===== config.mk =====
export PLATFORM = sky130hd
export DESIGN_NAME = uart_tx
export DESIGN_NICKNAME = d
export VERILOG_FILES = /design/src/rtl/uart_pkg.sv /design/src/rtl/uart_baud_tick.sv /design/src/rtl/uart_tx.sv
export SDC_FILE = /design/constraint.sdc
export NUM_CORES = 1
export LEC_CHECK = 0
export ABC_AREA = 0
export CAP_MARGIN = 25
export CORE_ASPECT_RATIO = 1.5
export CORE_MARGIN = 2
export CORE_UTILIZATION = 54
export CTS_CLUSTER_SIZE = 40
export DETAILED_ROUTE_END_ITERATION = 10
export PLACE_DENSITY = 0.77
export SLEW_MARGIN = 15
export SYNTH_ARGS = -nofsm -noshare
export SYNTH_HDL_FRONTEND = slang
export SYNTH_SLANG_ARGS = --single-unit

===== constraint.sdc =====
create_clock -name clk -period 2.78 [get_ports clk]
set_input_delay 0.556 -clock clk [delete_from_list [all_inputs] [get_ports clk]]
set_output_delay 0.556 -clock clk [all_outputs]
set_load 0.03 [all_outputs]

===== src/rtl/uart_pkg.sv =====
// uart_pkg: shared UART types and the baud divisor helper used by TX (and a future RX)
package uart_pkg;
  typedef enum logic [1:0] {PAR_NONE = 2'd0, PAR_EVEN = 2'd1, PAR_ODD = 2'd2} parity_t;
  typedef enum logic [2:0] {S_IDLE, S_START, S_DATA, S_PARITY, S_STOP} uart_state_t;
  function automatic int calc_divisor(input int clk_freq, input int baud);
    return (clk_freq + baud / 2) / baud;
  endfunction
endpackage


===== src/rtl/uart_baud_tick.sv =====
// uart_baud_tick: free-running 0..DIVISOR-1 counter (clk, reset, clr in; bit_tick out on last clock of each bit)
module uart_baud_tick #(
  parameter int DIVISOR = 10
) (
  input  logic clk,
  input  logic reset,
  input  logic clr,
  output logic bit_tick
);
  localparam int W = $clog2(DIVISOR);
  logic [W-1:0] cnt_q, cnt_d;
  assign bit_tick = cnt_q == W'(DIVISOR - 1);
  always_comb cnt_d = (clr || bit_tick) ? '0 : cnt_q + W'(1);
  always_ff @(posedge clk) cnt_q <= reset ? '0 : cnt_d;
endmodule


===== src/rtl/uart_tx.sv =====
// uart_tx: byte-wide UART transmitter (clk, reset, tx_start, tx_data[7:0] in; tx_busy, tx_done, tx out)
module uart_tx import uart_pkg::*; #(
  parameter int          CLK_FREQ  = 100_000_000,
  parameter int          BAUD_RATE = 115_200,
  parameter logic [1:0]  PARITY    = 2'd0,
  parameter int          STOP_BITS = 1
) (
  input  logic       clk,
  input  logic       reset,
  input  logic       tx_start,
  input  logic [7:0] tx_data,
  output logic       tx_busy,
  output logic       tx_done,
  output logic       tx
);
  localparam int      DIVISOR = calc_divisor(CLK_FREQ, BAUD_RATE);
  localparam parity_t PAR     = parity_t'(PARITY);
  if (DIVISOR < 2) begin : g_bad_div
    $error("uart_tx: DIVISOR must be at least 2");
  end
  if (PARITY == 2'd3) begin : g_bad_par
    $error("uart_tx: PARITY=3 is illegal");
  end
  if (STOP_BITS != 1 && STOP_BITS != 2) begin : g_bad_stop
    $error("uart_tx: STOP_BITS must be 1 or 2");
  end
  uart_state_t state_q, state_d;
  logic [7:0]  shift_q, shift_d;
  logic [2:0]  bit_idx_q, bit_idx_d;
  logic        stop_idx_q, stop_idx_d;
  logic        par_q, par_d;
  logic        tx_q, tx_d;
  logic        busy_q, busy_d;
  logic        done_q, done_d;
  logic        accept, bit_tick;
  assign accept = state_q == S_IDLE && tx_start;
  uart_baud_tick #(.DIVISOR(DIVISOR)) u_tick (
    .clk      (clk),
    .reset    (reset),
    .clr      (accept),
    .bit_tick (bit_tick)
  );
  always_comb begin
    state_d    = state_q;
    shift_d    = shift_q;
    bit_idx_d  = bit_idx_q;
    stop_idx_d = stop_idx_q;
    par_d      = par_q;
    case (state_q)
      S_IDLE: if (tx_start) begin
        state_d    = S_START;
        shift_d    = tx_data;
        par_d      = PAR == PAR_ODD ? ~^tx_data : ^tx_data;
        bit_idx_d  = '0;
        stop_idx_d = 1'b0;
      end
      S_START:  if (bit_tick) state_d = S_DATA;
      S_DATA: if (bit_tick) begin
        shift_d   = shift_q >> 1;
        bit_idx_d = bit_idx_q + 3'd1;
        if (bit_idx_q == 3'd7) state_d = PAR == PAR_NONE ? S_STOP : S_PARITY;
      end
      S_PARITY: if (bit_tick) state_d = S_STOP;
      S_STOP: if (bit_tick) begin
        stop_idx_d = stop_idx_q + 1'b1;
        if (stop_idx_q == 1'(STOP_BITS - 1)) state_d = S_IDLE;
      end
      default: state_d = S_IDLE;
    endcase
    tx_d   = state_d == S_START ? 1'b0 : state_d == S_DATA ? shift_d[0] : state_d == S_PARITY ? par_d : 1'b1;
    busy_d = state_d != S_IDLE;
    done_d = state_q == S_STOP && state_d == S_IDLE;
  end
  always_ff @(posedge clk) begin
    if (reset) begin
      state_q    <= S_IDLE;
      shift_q    <= '0;
      bit_idx_q  <= '0;
      stop_idx_q <= 1'b0;
      par_q      <= 1'b0;
      tx_q       <= 1'b1;
      busy_q     <= 1'b0;
      done_q     <= 1'b0;
    end else begin
      state_q    <= state_d;
      shift_q    <= shift_d;
      bit_idx_q  <= bit_idx_d;
      stop_idx_q <= stop_idx_d;
      par_q      <= par_d;
      tx_q       <= tx_d;
      busy_q     <= busy_d;
      done_q     <= done_d;
    end
  end
  assign tx      = tx_q;
  assign tx_busy = busy_q;
  assign tx_done = done_q;
endmodule


# == After elaboration in Yosys (flattened, before gate mapping) ==
# Cells that the tools add are included.
# totals
ff_bits,29
output_inout_bits,3
word_cells,59
inputBits,11
# classes
n_mux,22
addsub,3
n_reduce_logical,12
n_eq_ne,12
# op_table
op,n
$mux 3,9
$mux 8,2
$pmux 8 s2,1
$pmux 3 s5,1
$eq 3x2->1 const B,4
$add 10x1->10 const B,1
$eq 10x10->1 const B,1
$reduce_xor 8->1,1
$mux 1,7
$eq 3x1->1 const B,2
$eq 3x3->1 const B,2
$logic_not 3->1,2
$pmux 3 s2,1
$reduce_and 3->1,2
$ne 2x1->1 const B,2
$reduce_bool 2->1,2
$add 3x1->3 const B,1
$reduce_bool 3->1,1
$logic_and 1x1->1,2
$ne 2x2->1 const B,1
$pmux 1 s2,1
$reduce_or 2->1,1
$add 1x1->1 const B,1
$logic_or 1x1->1,1

# == Logic depth before layout (Yosys ltp) ==
# depth
depth_word,8
depth_mapped,7
ltp_nobuf,7

# == Hierarchy ==
# Synthesis repeated with hierarchy kept, for this count alone.
# unflattened
cells_unflattened,154
hier_area_um2,1375.1
# by_module_without_submodules
mod,seq_area_each_um2,n_inst,cells_per_inst,area_each_um2
uart_tx,380.4,1,101,920.9
uart_baud_tick,200.2,1,53,454.2

# == Worst setup path after synthesis ==
# OpenSTA, ideal clock, no wires.
# synth_path
path_type,register to register
start,register u_tick.cnt_q[2]
end,"register tx_q, in the netlist tx"
period_less_slack_ns,2.282
path_buffers,0
t_arrival_ns,2.158
setup_time_ns,0.124
required_ns,2.656
path_stages_with_launch,6
setup_slack_ns,0.498
path_cell_list,dfxtp_1 or4b_4 or3_4 o32a_1 nand3b_1 a2111o_1
# synth_between
elab_chain_cells,7
word_cells_on_any_way,14
cone_classes,eq/ne: 4; mux: 10
# synth_lines
element,line,source
"start, declared",uart_baud_tick.sv:11,"logic [W-1:0] cnt_q, cnt_d;"
"start signal, assigned",uart_baud_tick.sv:14,always_ff @(posedge clk) cnt_q <= reset ? '0 : cnt_d;
$eq 10x10->1 (*),uart_baud_tick.sv:12,assign bit_tick = cnt_q == W'(DIVISOR - 1);
"$mux 3, on equally long branches",-,
$pmux 3 s5,uart_tx.sv:49,case (state_q)
$eq 3x2->1,uart_tx.sv:70,tx_d = state_d == S_START ? 1'b0 : state_d == S_DATA ? shift_d[0] : state_d == S_PARITY ? par_d : 1'b1;
$mux 1 (2 in a row),uart_tx.sv:70,
$mux 1 (*),uart_tx.sv:70,
"end signal, assigned",uart_tx.sv:90,tx_q <= tx_d;
"end, declared",uart_tx.sv:32,"logic tx_q, tx_d;"
# Every way passes the cells marked *; elsewhere a longest branch is shown, timed or not. The select of a mux whose other input is x is not followed.
# A chain may end at the register's enable or synchronous reset.

# == Worst setup path after layout ==
# Same ends and word-level chain as after synthesis.

==> run_results.csv <==
group,metric,value,unit
clock_tree,clk_latency,0.32,ns
timing,tns,0,ns
cells_and_area,final_util,67.2,%
synth,synth_seq_cells,29,
pwr,ir_drop,301,uV
synth,synth_ff_type,"dfxtp_1",
synth,synth-seq-area-share,44.5,%
grt,grt_pass1_wl,4.54,mm
timing,rsz0062_at_grt,"false",
placed_design,io_buffers,13,
worst_hold_path,worstHoldPathType,"reg2reg",
cells_and_area,drive_gt1_share,9.76,%
clock_tree,cts_setup_buffers,0,
worst_setup_path,crit_path_end_kind,"flop",
clock_tree,clockBufferDepth,2,
worst_setup_path,cp_max_fo,6,
clock_tree,cts.sinks,29,
worst_setup_path,crit_family,"simple AND/OR/NAND/NOR gates",
cells_and_area,antenna_cells,0,
cells_and_area,layout_commonest_cell,"dfxtp_1",
clock_tree,cts_resized,0,
worst_setup_path,slowest_stage,"or4b_4",
grt,grt_util_all_layers,21.5,%
grt,overflow,0,
pwr,power.leakage,0.542,nW
run,maxCapViolCount,0,
floorplanning,pin_count,14,
floorplanning,initial_core_util,57.8,%
synth,synth_fp_nets,161,
floorplanning,die_h,64.2,um
placed_design,dp_hpwl,1.88,mm
floorplanning,std_cell_rows,21,
timing,fin_crit,2.39,ns
synth,synth_cell_types,32,
detailed_routing,drt-total-wl,2.51,mm
clock_tree,cts_tree,"built",
clock_tree,cts.clk_slew.worst_paths,0.08,ns
pwr,power_density,509,mW/mm^2
clock_tree,cts_buffers,5,
worst_setup_path,crit_path_cell_trace,"or4b_4 > or3_4 > o32a_1 > nand3b_1 > a2111o_1",
timing,worst_slack,0.385,ns
synth,async_reset_ff_share,0,%
worst_setup_path,crit_path_start,"u_tick.cnt_q[2]",
clock_tree,root_buffer,"clkbuf_4",
cells_and_area,fillCellCount,179,
worst_setup_path,cp.arrival,2.60,ns
timing,fmax,418,MHz
clock_tree,postCtsHoldBufs,0,
detailed_routing,ant_nets,0,
detailed_routing,first_iter_violations,21,
floorplanning,fp.dieW,44.1,um
timing,tightest_slew,0.556,ns
status,status,"completed",
worst_setup_path,crit_path_max_incr_delay,0.57,ns
floorplanning,die_area,0.00283,sq mm
cells_and_area,final_nets,177,
clock_tree,h-tree-depth,2,
detailed_routing,drc_errors,0,
cells_and_area,layout_common_cells,"29 x dfxtp_1, 22 x nor2_1, 13 x clkdlybuf4s50_1",
timing,hold_viol,0,
pwr,totalPowerFinal,0.773,mW
grt,grt_max_degree,20,
synth,synth.cell_area,0.00131,sq mm
timing,maxSlewViolCount,0,
grt,grt_pass1_vias,1072,
worst_hold_path,hp-start,"shift_q[3]",
synth,synthCells,147,
worst_setup_path,critPathRequiredTime,2.99,ns
synth,yosysWarnings,0,
timing,maxSlewHeadroom,62.8,%
worst_setup_path,critPathKind,"reg2reg",
detailed_routing,dr_total_vias,1094,
timing,skew,0.00436,ns
cells_and_area,areaGrowthSynthToFinish,16.4,%
detailed_routing,drtPass1Iterations,5,
synth,avgSynthCellArea,8.88,sq um
worst_setup_path,crit_buf_inv,0,
timing,finalCritPeriodShare,86.1,%
worst_setup_path,cp-start-kind,"flop",
synth,synth_edf_count,0,
worst_setup_path,r2r-start,"u_tick.cnt_q[2]",
timing,holdWs,0.457,ns
timing,setup_viol,0,
grt,antenna_found_initial,0,
detailed_routing,wire_per_inst,13.4,um
placed_design,gp_congestion,0.754,
detailed_routing,via_per_inst,5.85,
floorplanning,core,0.00226,sq mm
placed_design,place_ws,0.413,ns
==> layer usage <==
metal	track usage, %	share of wire, %	vias up	routed length, um
met4	12.5	2.2	0	55
li1	-	-	551	-
met1	22.5	40	511	994
met5	0	0	-	0
met2	37.9	55	25	1380
met3	4.24	3.1	7	77
==> sequential cells by signal, indices dropped and copies added (netlist names) <==
register,cells
tx_busy,1
shift_q,8
stop_idx_q,1
tx_done,1
u_tick.cnt_q,10
par_q,1
bit_idx_q,3
tx,1
state_q,3
==> report_power, final <==
group | switching (mW) | leakage, nW | internal (mW)
combinational | 0.0479 | 0.280 | 0.0488
sequential | 0.00981 | 0.236 | 0.431
clock | 0.135 | 0.0265 | 0.101
==> worst register-to-register path: cells and delay by family, from the launching register on <==
kind,cells,cell delay [ns]
AOI/OAI and AO/OA,2,0.78
DFF,1,0.37
and+or+nand+nor,3,1.13
==> stage by stage <==
| stage | std cells | cell area [sq um] |
|---|---|---|
| global placement | 179 | 1470 |
| floorplan | 147 | 1310 |
| CTS | 187 | 1520 |
| global route | 187 | 1520 |
| detailed placement | 179 | 1470 |
| finish | 187 | 1520 |
==> worst paths after layout <==
kind | endpoint | slack [ns] | depth (start not counted)
hold / removal | shift_q[3] | 0.46 | 2
setup / recovery | tx | 0.39 | 5
setup reg to reg | tx | 0.39 | 5
hold reg to reg | shift_q[3] | 0.46 | 2
==> synth_stat cells (all sizes together), types with 4 or more instances <==
master  number  area share, %
a21oi       11            4.2
nor2        22            6.3
nand2       12            3.5
and3         4            1.9
dfxtp       29             44
a22oi        8            4.6
clkbuf       8            2.3
xnor2       12            8.1
==> area by class of cell <==
| cell class | instances | area [sq um] | area share [%] |
|---|---|---|---|
| multi-input cells | 109 | 697 | 45.9 |
| flip-flops and latches | 29 | 581 | 38.2 |
| repair buffers | 17 | 160 | 10.5 |
| clock buffers | 8 | 48.8 | 3.21 |
| well taps | 23 | 28.8 | 1.89 |
| inverters | 1 | 3.75 | 0.247 |
==> cells by family after synthesis <==
logic type | synth area share [%]
AND/OR/NAND/NOR | 24.5
AO/OA/AOI/OAI | 14.6
flip-flops | 44.5
XOR/XNOR | 10.1
buffers and inverters | 2.59
adder cells (fa/ha/maj) | 2.88
multiplexers | 0.863
(Power assumes the default switching activity.)
